==> src/rtl/ov5640_crop.sv <==
// Crops the assembled OV5640 pixel stream to a fixed window.
// Frames are delivered whole or not at all, framed by sof/eol/eof.
module ov5640_crop #(
  parameter int unsigned SRC_W   = 1024,
  parameter int unsigned SRC_H   = 768,
  parameter int unsigned CROP_X0 = 192,
  parameter int unsigned CROP_Y0 = 144,
  parameter int unsigned CROP_W  = 640,
  parameter int unsigned CROP_H  = 480
) (
  input  logic        ov5640_pclk,
  input  logic        s_rst,
  input  logic        ov5640_vsync,
  input  logic        cap_en,
  input  logic [15:0] s_data,
  input  logic        s_wr_en,
  output logic [15:0] o_data,
  output logic        o_valid,
  output logic        o_sof,
  output logic        o_eol,
  output logic        o_eof,
  output logic        o_err
);

  localparam int XW = (SRC_W > 1) ? $clog2(SRC_W) : 1;
  localparam int YW = $clog2(SRC_H + 1);

  typedef enum logic [1:0] {
    WAIT_VS,
    ACTIVE,
    DONE
  } state_t;

  state_t st, st_n;

  logic          vs_r;
  logic          vs_pos;
  logic [XW-1:0] x_cnt;
  logic [YW-1:0] y_cnt;
  logic [31:0]   xi;
  logic [31:0]   yi;
  logic          x_last;
  logic          y_last;
  logic          in_win;
  logic          acc;
  logic          fwd;
  logic          err_n;

  assign vs_pos = ov5640_vsync & ~vs_r;
  assign xi     = 32'(x_cnt);
  assign yi     = 32'(y_cnt);
  assign x_last = (xi == SRC_W - 1);
  assign y_last = (yi == SRC_H - 1);
  assign in_win = (xi >= CROP_X0) && (xi < CROP_X0 + CROP_W) &&
                  (yi >= CROP_Y0) && (yi < CROP_Y0 + CROP_H);

  // vsync beats a coincident pixel: it is neither counted nor flagged
  assign acc = (st == ACTIVE) & s_wr_en & ~vs_pos;
  assign fwd = acc & in_win;

  always_comb begin
    st_n  = st;
    err_n = 1'b0;
    unique case (st)
      WAIT_VS: begin
        if (vs_pos && cap_en) st_n = ACTIVE;
      end
      ACTIVE: begin
        if (vs_pos) begin
          err_n = 1'b1;
          st_n  = cap_en ? ACTIVE : WAIT_VS;
        end else if (s_wr_en && x_last && y_last) begin
          st_n = DONE;
        end
      end
      DONE: begin
        if (vs_pos) st_n = cap_en ? ACTIVE : WAIT_VS;
        else        err_n = s_wr_en;
      end
      default: st_n = WAIT_VS;
    endcase
  end

  always_ff @(posedge ov5640_pclk) begin
    if (s_rst) begin
      st    <= WAIT_VS;
      vs_r  <= 1'b0;
      x_cnt <= '0;
      y_cnt <= '0;
    end else begin
      st   <= st_n;
      vs_r <= ov5640_vsync;
      if (vs_pos) begin
        x_cnt <= '0;
        y_cnt <= '0;
      end else if (acc) begin
        if (x_last) begin
          x_cnt <= '0;
          y_cnt <= y_cnt + 1'b1;
        end else begin
          x_cnt <= x_cnt + 1'b1;
        end
      end
    end
  end

  always_ff @(posedge ov5640_pclk) begin
    if (s_rst) begin
      o_data  <= '0;
      o_valid <= 1'b0;
      o_sof   <= 1'b0;
      o_eol   <= 1'b0;
      o_eof   <= 1'b0;
      o_err   <= 1'b0;
    end else begin
      o_valid <= fwd;
      o_err   <= err_n;
      if (fwd) o_data <= s_data;
      o_sof <= fwd && (xi == CROP_X0) && (yi == CROP_Y0);
      o_eol <= fwd && (xi == CROP_X0 + CROP_W - 1);
      o_eof <= fwd && (xi == CROP_X0 + CROP_W - 1) &&
               (yi == CROP_Y0 + CROP_H - 1);
    end
  end

endmodule

==> config.mk <==
export PLATFORM = sky130hd
export DESIGN_NAME = ov5640_crop
export DESIGN_NICKNAME = d
export VERILOG_FILES = /design/src/rtl/ov5640_crop.sv
export SDC_FILE = /design/constraint.sdc
export NUM_CORES = 1
export LEC_CHECK = 0
export BUFFER_PORTS_ARGS = -buffer_cell sky130_fd_sc_hd__buf_2
export CORE_MARGIN = 3
export CORE_UTILIZATION = 55
export CTS_CLUSTER_SIZE = 14
export DETAILED_ROUTE_END_ITERATION = 12
export GPL_ROUTABILITY_DRIVEN = 1
export MAX_ROUTING_LAYER = met4
export PLACE_DENSITY = 0.76
export SYNTH_ARGS = -nofsm -noshare
export SYNTH_HDL_FRONTEND = slang
export SYNTH_SLANG_ARGS = --single-unit
==> constraint.sdc <==
create_clock -name ov5640_pclk -period 4.15 [get_ports ov5640_pclk]
set_clock_uncertainty 0.15 [all_clocks]
set_input_delay 0.6225 -clock ov5640_pclk [delete_from_list [all_inputs] [get_ports ov5640_pclk]]
set_output_delay 0.6225 -clock ov5640_pclk [all_outputs]
set_load 0.05 [all_outputs]
# Yosys cells after proc, flatten, opt, wreduce, memory -nomap -nowiden
# Cells that the tools add are included.
# op_classes
n_mux,10
bitwise_logic,6
n_eq_ne,11
n_reduce_logical,14
order_cmp,4
addsub,2
# op_table
cell,count
"equality test 10 bit, second input constant",4
"adder 10 x 1 -> 10 bit, second input constant",2
"equality test 10 x 8 -> 1 bit, second input constant",2
"greater-or-equal comparator 10 x 8 -> 1 bit, second input constant",2
"less-than comparator 10 bit, second input constant",2
logical AND 1 bit,10
two-way mux 10 bit,1
two-way mux 2 bit,4
one-hot mux 2 bit (3 select lines),1
AND 1 bit,4
"!= test 2 bit, second input constant",2
two-way mux 1 bit,3
"!= test 3 x 2 -> 1 bit, second input constant",1
AND reduction 3 bit,1
"equality test 2 x 1 -> 1 bit, second input constant",1
"equality test 2 bit, second input constant",1
logical NOT 2 bit,1
NOT 1 bit,2
one-hot mux 1 bit (2 select lines),1
AND reduction 2 bit,1
OR reduction 2 bit,1
# totals
ff_bits,44
input_bits,21
out_inout_bits,21

# Longest topological paths before layout
# logic_depth
depth_word,7
depth_mapped,6
depth_no_buf,6

# Worst setup path before layout
# OpenSTA, ideal clock, no wires.
# synth_path
path_kind,input to register
from,input ov5640_vsync
to,register st[1]
setup_slack_ns,2.195
setup_ns,0.086
t_arrival_ns,1.719
path_stages,5
path_buffers,1
path_cell_list,nand2b_1 -> buf_4 -> a22oi_2 -> or4b_1 -> a221oi_2
# synth_between
elab_chain_len,4
elab_cells_between_ends,8
cone_classes,eq/ne (3); mux (2); bitwise (1); reduce/logical (2)
# synth_rtl
item,line,source
"start, declared",13,"input logic ov5640_vsync,"
AND 1 bit *,49,assign vs_pos = ov5640_vsync & ~vs_r;
logical AND 1 bit,66,if (vs_pos && cap_en) st_n = ACTIVE;
!= test 2 bit (no source line),-,
AND reduction 3 bit (no source line),-,
"end signal, assigned",91,st <= st_n;
"end, declared",34,"state_t st, st_n;"
# Mark *: on every way between the ends. The rest lies on a longest branch, timed or not.
# A chain may end at the register's enable or synchronous reset.

# Worst setup path after layout
# layout_path
from,input ov5640_vsync
to,register x_cnt[0]
# layout_between
elab_chain_len,3
elab_cells_between_ends,4
cone_classes,bitwise (3); reduce/logical (1)
# layout_rtl
item,line,source
AND 1 bit *,49,
NOT 1 bit,58,assign acc = (st == ACTIVE) & s_wr_en & ~vs_pos;
AND 1 bit,58,
"end signal, assigned",101,x_cnt <= x_cnt + 1'b1;
"end, declared",38,logic [XW-1:0] x_cnt;
# Marked as above.

==> flow_metrics.py <==
metrics = {
    "status": {
        "outcome": "completed",
    },
    "worst_hold_path": {
        "min_path_cells": 2,
        "hold_start": "o_data[9]",
        "timing.hold.worst_endpoint": "o_data[9]",
        "min_path_type": "register to register",
    },
    "yosys": {
        "synth-edff-count": 0,
        "synthDominantCellAreaShare_pct": 38.28,
        "synthesis.area_per_instance_um2": 9.059,
        "post_synth_main_area_contributors": "sky130_fd_sc_hd__dfxtp_1, sky130_fd_sc_hd__nand2b_1, sky130_fd_sc_hd__mux2i_1",
        "yosys_most_used_dff": "sky130_fd_sc_hd__dfxtp_1",
        "synth.distinct_cells": 38,
        "synth_cells": 254,
        "synthDominantAreaCellType": "sky130_fd_sc_hd__dfxtp_1",
        "async_reset_ff_share_pct": 0,
        "synth.cell_area_mm2": 0.002301,
        "synth_nets": 283,
        "synth.yosys.seq_area_share_pct": 38.28,
        "ys_seq_elements": 44,
        "synthesis.yosys.warnings": 0,
    },
    "timing": {
        "slew_violations": 0,
        "unrepaired_setup_endpoints_after_global_routing": "no",
        "worst_slew_margin_rel_pct": 48.32,
        "post-route-min-period_ns": 2.398,
        "finalHoldWorstSlack_ns": 0.3212,
        "finalHoldViolCount": 0,
        "post-route-period-util_pct": 57.79,
        "setup_tns_ns": 0,
        "tightest_pin_transition_ns": 0.7686,
        "fmax_mhz": 417.0,
        "setup_viol_count_final": 0,
    },
    "finish": {
        "syn2layout_area_growth_pct": 13.32,
        "insertedDiodeCount": 0,
        "layout.nets": 318,
        "fin_util_pct": 67.66,
        "layout-drive-gt1-share_pct": 18.97,
        "finalInstanceArea_mm2": 0.002608,
    },
    "worst_setup_path": {
        "rr_endpoint": "x_cnt[0]",
        "crit_fanout": 13,
        "reg2reg_from": "st[1]",
        "critical_path_class": "input pin to register",
        "worstPathRequired_ns": 4.16,
        "setup.worst_path.start_class": "input pin",
        "cp_data_arrival_time_ns": 2.41,
        "timing.reg2reg.setup_slack_ns": 1.79,
        "r2r.worst_path.cells": 5,
        "worstSetupEndpointType": "register",
    },
    "detailed_routing": {
        "top_signal_layer_used": "met4",
        "route.detailed.drc": 0,
        "met2_length_um": 2255,
        "m1WireLength_um": 2105,
        "firstDrtPassIters": 4,
        "num_vias": 1916,
        "route.detailed.vias_per_inst": 5.669,
        "route.final.wire_length_um": 4716,
        "detail-route-antenna-nets": 0,
        "wire_per_inst_um": 13.95,
        "initialDrtViolationCount": 171,
        "met3WireLength_um": 254,
    },
    "grt": {
        "initial_antenna_violation_count": 0,
        "largest_net_degree_at_the_start_of_global_routing": 44,
        "number_of_global_route_vias_before_repair": 1757,
        "first_pass_grt_wire_length_um": 8155,
        "grt_usage_pct": 20.74,
        "globalRoute.totalOverflow": 0,
    },
    "place": {
        "io_buffer_count": 41,
        "gp_congestion": 0.8829,
        "hpwl_um": 3375,
        "detailed_place.area_mm2": 0.002514,
    },
    "pwr": {
        "ir_worst_vdd_mv": 0.2299,
        "leakage_nw": 0.9803,
        "total_power_mw": 0.8079,
        "power_density_mw_per_mm2": 309.8,
    },
    "clock_tree": {
        "post_cts_resized": 0,
        "cts.hold.buffers_added": 0,
        "tritoncts": "yes",
        "clk_root_buffer_cell": "sky130_fd_sc_hd__clkbuf_8",
        "postCtsSetupRepairBufs": 0,
        "clock_insertion_delay_worst_skew_ns": 0.30,
        "h-tree-depth": 2,
        "cts_buffer_depth": 2,
        "clkSlewWorstSetupHoldPaths_ns": 0.08,
        "tritoncts_num_sinks": 44,
        "numCtsBuffers": 5,
    },
    "floorplan": {
        "die_height_um": 70.68,
        "num_rows": 22,
        "core_ar_mm2": 0.003854,
        "start_util_pct": 59.71,
        "pin_count": 42,
        "die_x_um": 70.68,
        "die_area_mm2": 0.004996,
    },
    "flow_run": {
        "timing.max_cap.violations": 0,
    },
}
[metal layers]
| layer | up-vias | GRT usage (%) |
|---|---|---|
| met2 | 47 | 31.41 |
| met4 | 0 | 8.142 |
| li1 | 977 | - |
| met3 | 9 | 4.261 |
| met1 | 883 | 27.13 |
| met5 | - | - |
[cells by family (layout without fill, tap and decap cells)]
family	count (synthesis)	count (layout)	share of synthesized area (%)
simple gates	125	125	32.57
flops	44	44	38.28
compound gates	27	27	8.156
mux	25	25	10.88
buf+inv	22	58	4.622
fa+ha+maj	8	8	4.350
xor+xnor	3	3	1.142
[registers in the layout, indices dropped and copies added (netlist names)]
| name | cells |
|---|---|
| o_eof | 1 |
| o_sof | 1 |
| o_valid | 1 |
| st | 2 |
| y_cnt | 10 |
| o_eol | 1 |
| x_cnt | 10 |
| vs_r | 1 |
| o_data | 16 |
| o_err | 1 |
[metrics by stage]
stage          std cells  setup slack (ns)
6_report             338             1.752
5_1_grt              338             1.544
4_1_cts              338             1.801
3_5_place_dp         330             1.432
3_3_place_gp         330             1.508
2_1_floorplan        254             2.195
[worst max-delay path, stage by stage]
cell	delay, ns
sky130_fd_sc_hd__buf_2	0.11
sky130_fd_sc_hd__nand2b_1	0.28
sky130_fd_sc_hd__nand3_1	0.46
sky130_fd_sc_hd__o31ai_1	0.82
sky130_fd_sc_hd__nor2_1	0.11
[report_power, final]
part | leakage [nW] | switching, mW | internal [mW]
logic | 0.581 | 0.0579 | 0.0381
clock network | 0.0445 | 0.144 | 0.135
registers | 0.355 | 0.00471 | 0.428
total | 0.980 | 0.207 | 0.601
[cell type report]
| type | count | area, µm² |
|---|---|---|
| Tap cell | 48 | 60.06 |
| Clock buffer | 7 | 86.33 |
| Multi-Input combinational cell | 188 | 1326 |
| Sequential cell | 44 | 880.8 |
| Inverter | 7 | 26.28 |
| Fill cell | 341 | 1246 |
| Clock inverter | 1 | 7.507 |
| Timing Repair Buffer | 43 | 220.2 |
[placed cells by master (no fill, tap or decap), types with 4 or more instances in the layout]
master,Yosys,routed
sky130_fd_sc_hd__buf_2,3,41
sky130_fd_sc_hd__and4_1,4,4
sky130_fd_sc_hd__nor4_1,8,8
sky130_fd_sc_hd__clkbuf_8,0,6
sky130_fd_sc_hd__dfxtp_1,44,44
sky130_fd_sc_hd__nand2_1,16,16
sky130_fd_sc_hd__ha_1,8,8
sky130_fd_sc_hd__or3_1,4,4
sky130_fd_sc_hd__o21ai_0,6,6
sky130_fd_sc_hd__mux2i_1,25,25
sky130_fd_sc_hd__and3_1,7,7
sky130_fd_sc_hd__or4_1,4,4
sky130_fd_sc_hd__a21oi_1,8,8
sky130_fd_sc_hd__inv_1,7,7
sky130_fd_sc_hd__nand4_1,12,12
sky130_fd_sc_hd__nor2b_1,4,4
sky130_fd_sc_hd__o31ai_1,6,6
sky130_fd_sc_hd__nand2b_1,42,42
sky130_fd_sc_hd__nor2_1,8,8
sky130_fd_sc_hd__nand3_1,4,4
[cells in the mapped netlist (2+ instances only)]
cell                       count
sky130_fd_sc_hd__buf_4         3
sky130_fd_sc_hd__nand3b_1      2
sky130_fd_sc_hd__nand2b_1     42
sky130_fd_sc_hd__nand4_1      12
sky130_fd_sc_hd__clkbuf_1      7
sky130_fd_sc_hd__a21oi_1       8
sky130_fd_sc_hd__nand2_1      16
sky130_fd_sc_hd__o31ai_1       6
sky130_fd_sc_hd__dfxtp_1      44
sky130_fd_sc_hd__nor2_1        8
sky130_fd_sc_hd__a31oi_1       2
sky130_fd_sc_hd__ha_1          8
sky130_fd_sc_hd__xor2_1        2
sky130_fd_sc_hd__and3_1        7
sky130_fd_sc_hd__nor4b_1       2
sky130_fd_sc_hd__inv_1         7
sky130_fd_sc_hd__or4_1         4
sky130_fd_sc_hd__nor3_1        2
sky130_fd_sc_hd__nor2b_1       4
sky130_fd_sc_hd__o21ai_0       6
sky130_fd_sc_hd__nor4_1        8
sky130_fd_sc_hd__mux2i_1      25
sky130_fd_sc_hd__and4_1        4
sky130_fd_sc_hd__nand3_1       4
sky130_fd_sc_hd__buf_2         3
sky130_fd_sc_hd__nor3b_1       2
sky130_fd_sc_hd__o311ai_0      2
sky130_fd_sc_hd__or3_1         4
[worst max path at each step]
stage / from / endpoint / depth (start not counted)
2_1_floorplan: ov5640_vsync / st[1] / 5
3_3_place_gp: ov5640_vsync / o_data[13] / 6
3_5_place_dp: ov5640_vsync / x_cnt[0] / 5
4_1_cts: ov5640_vsync / x_cnt[0] / 5
5_1_grt: st[1] / o_data[2] / 6
6_report: ov5640_vsync / x_cnt[0] / 5
No activity file was read; power rests on OpenSTA's default activity.
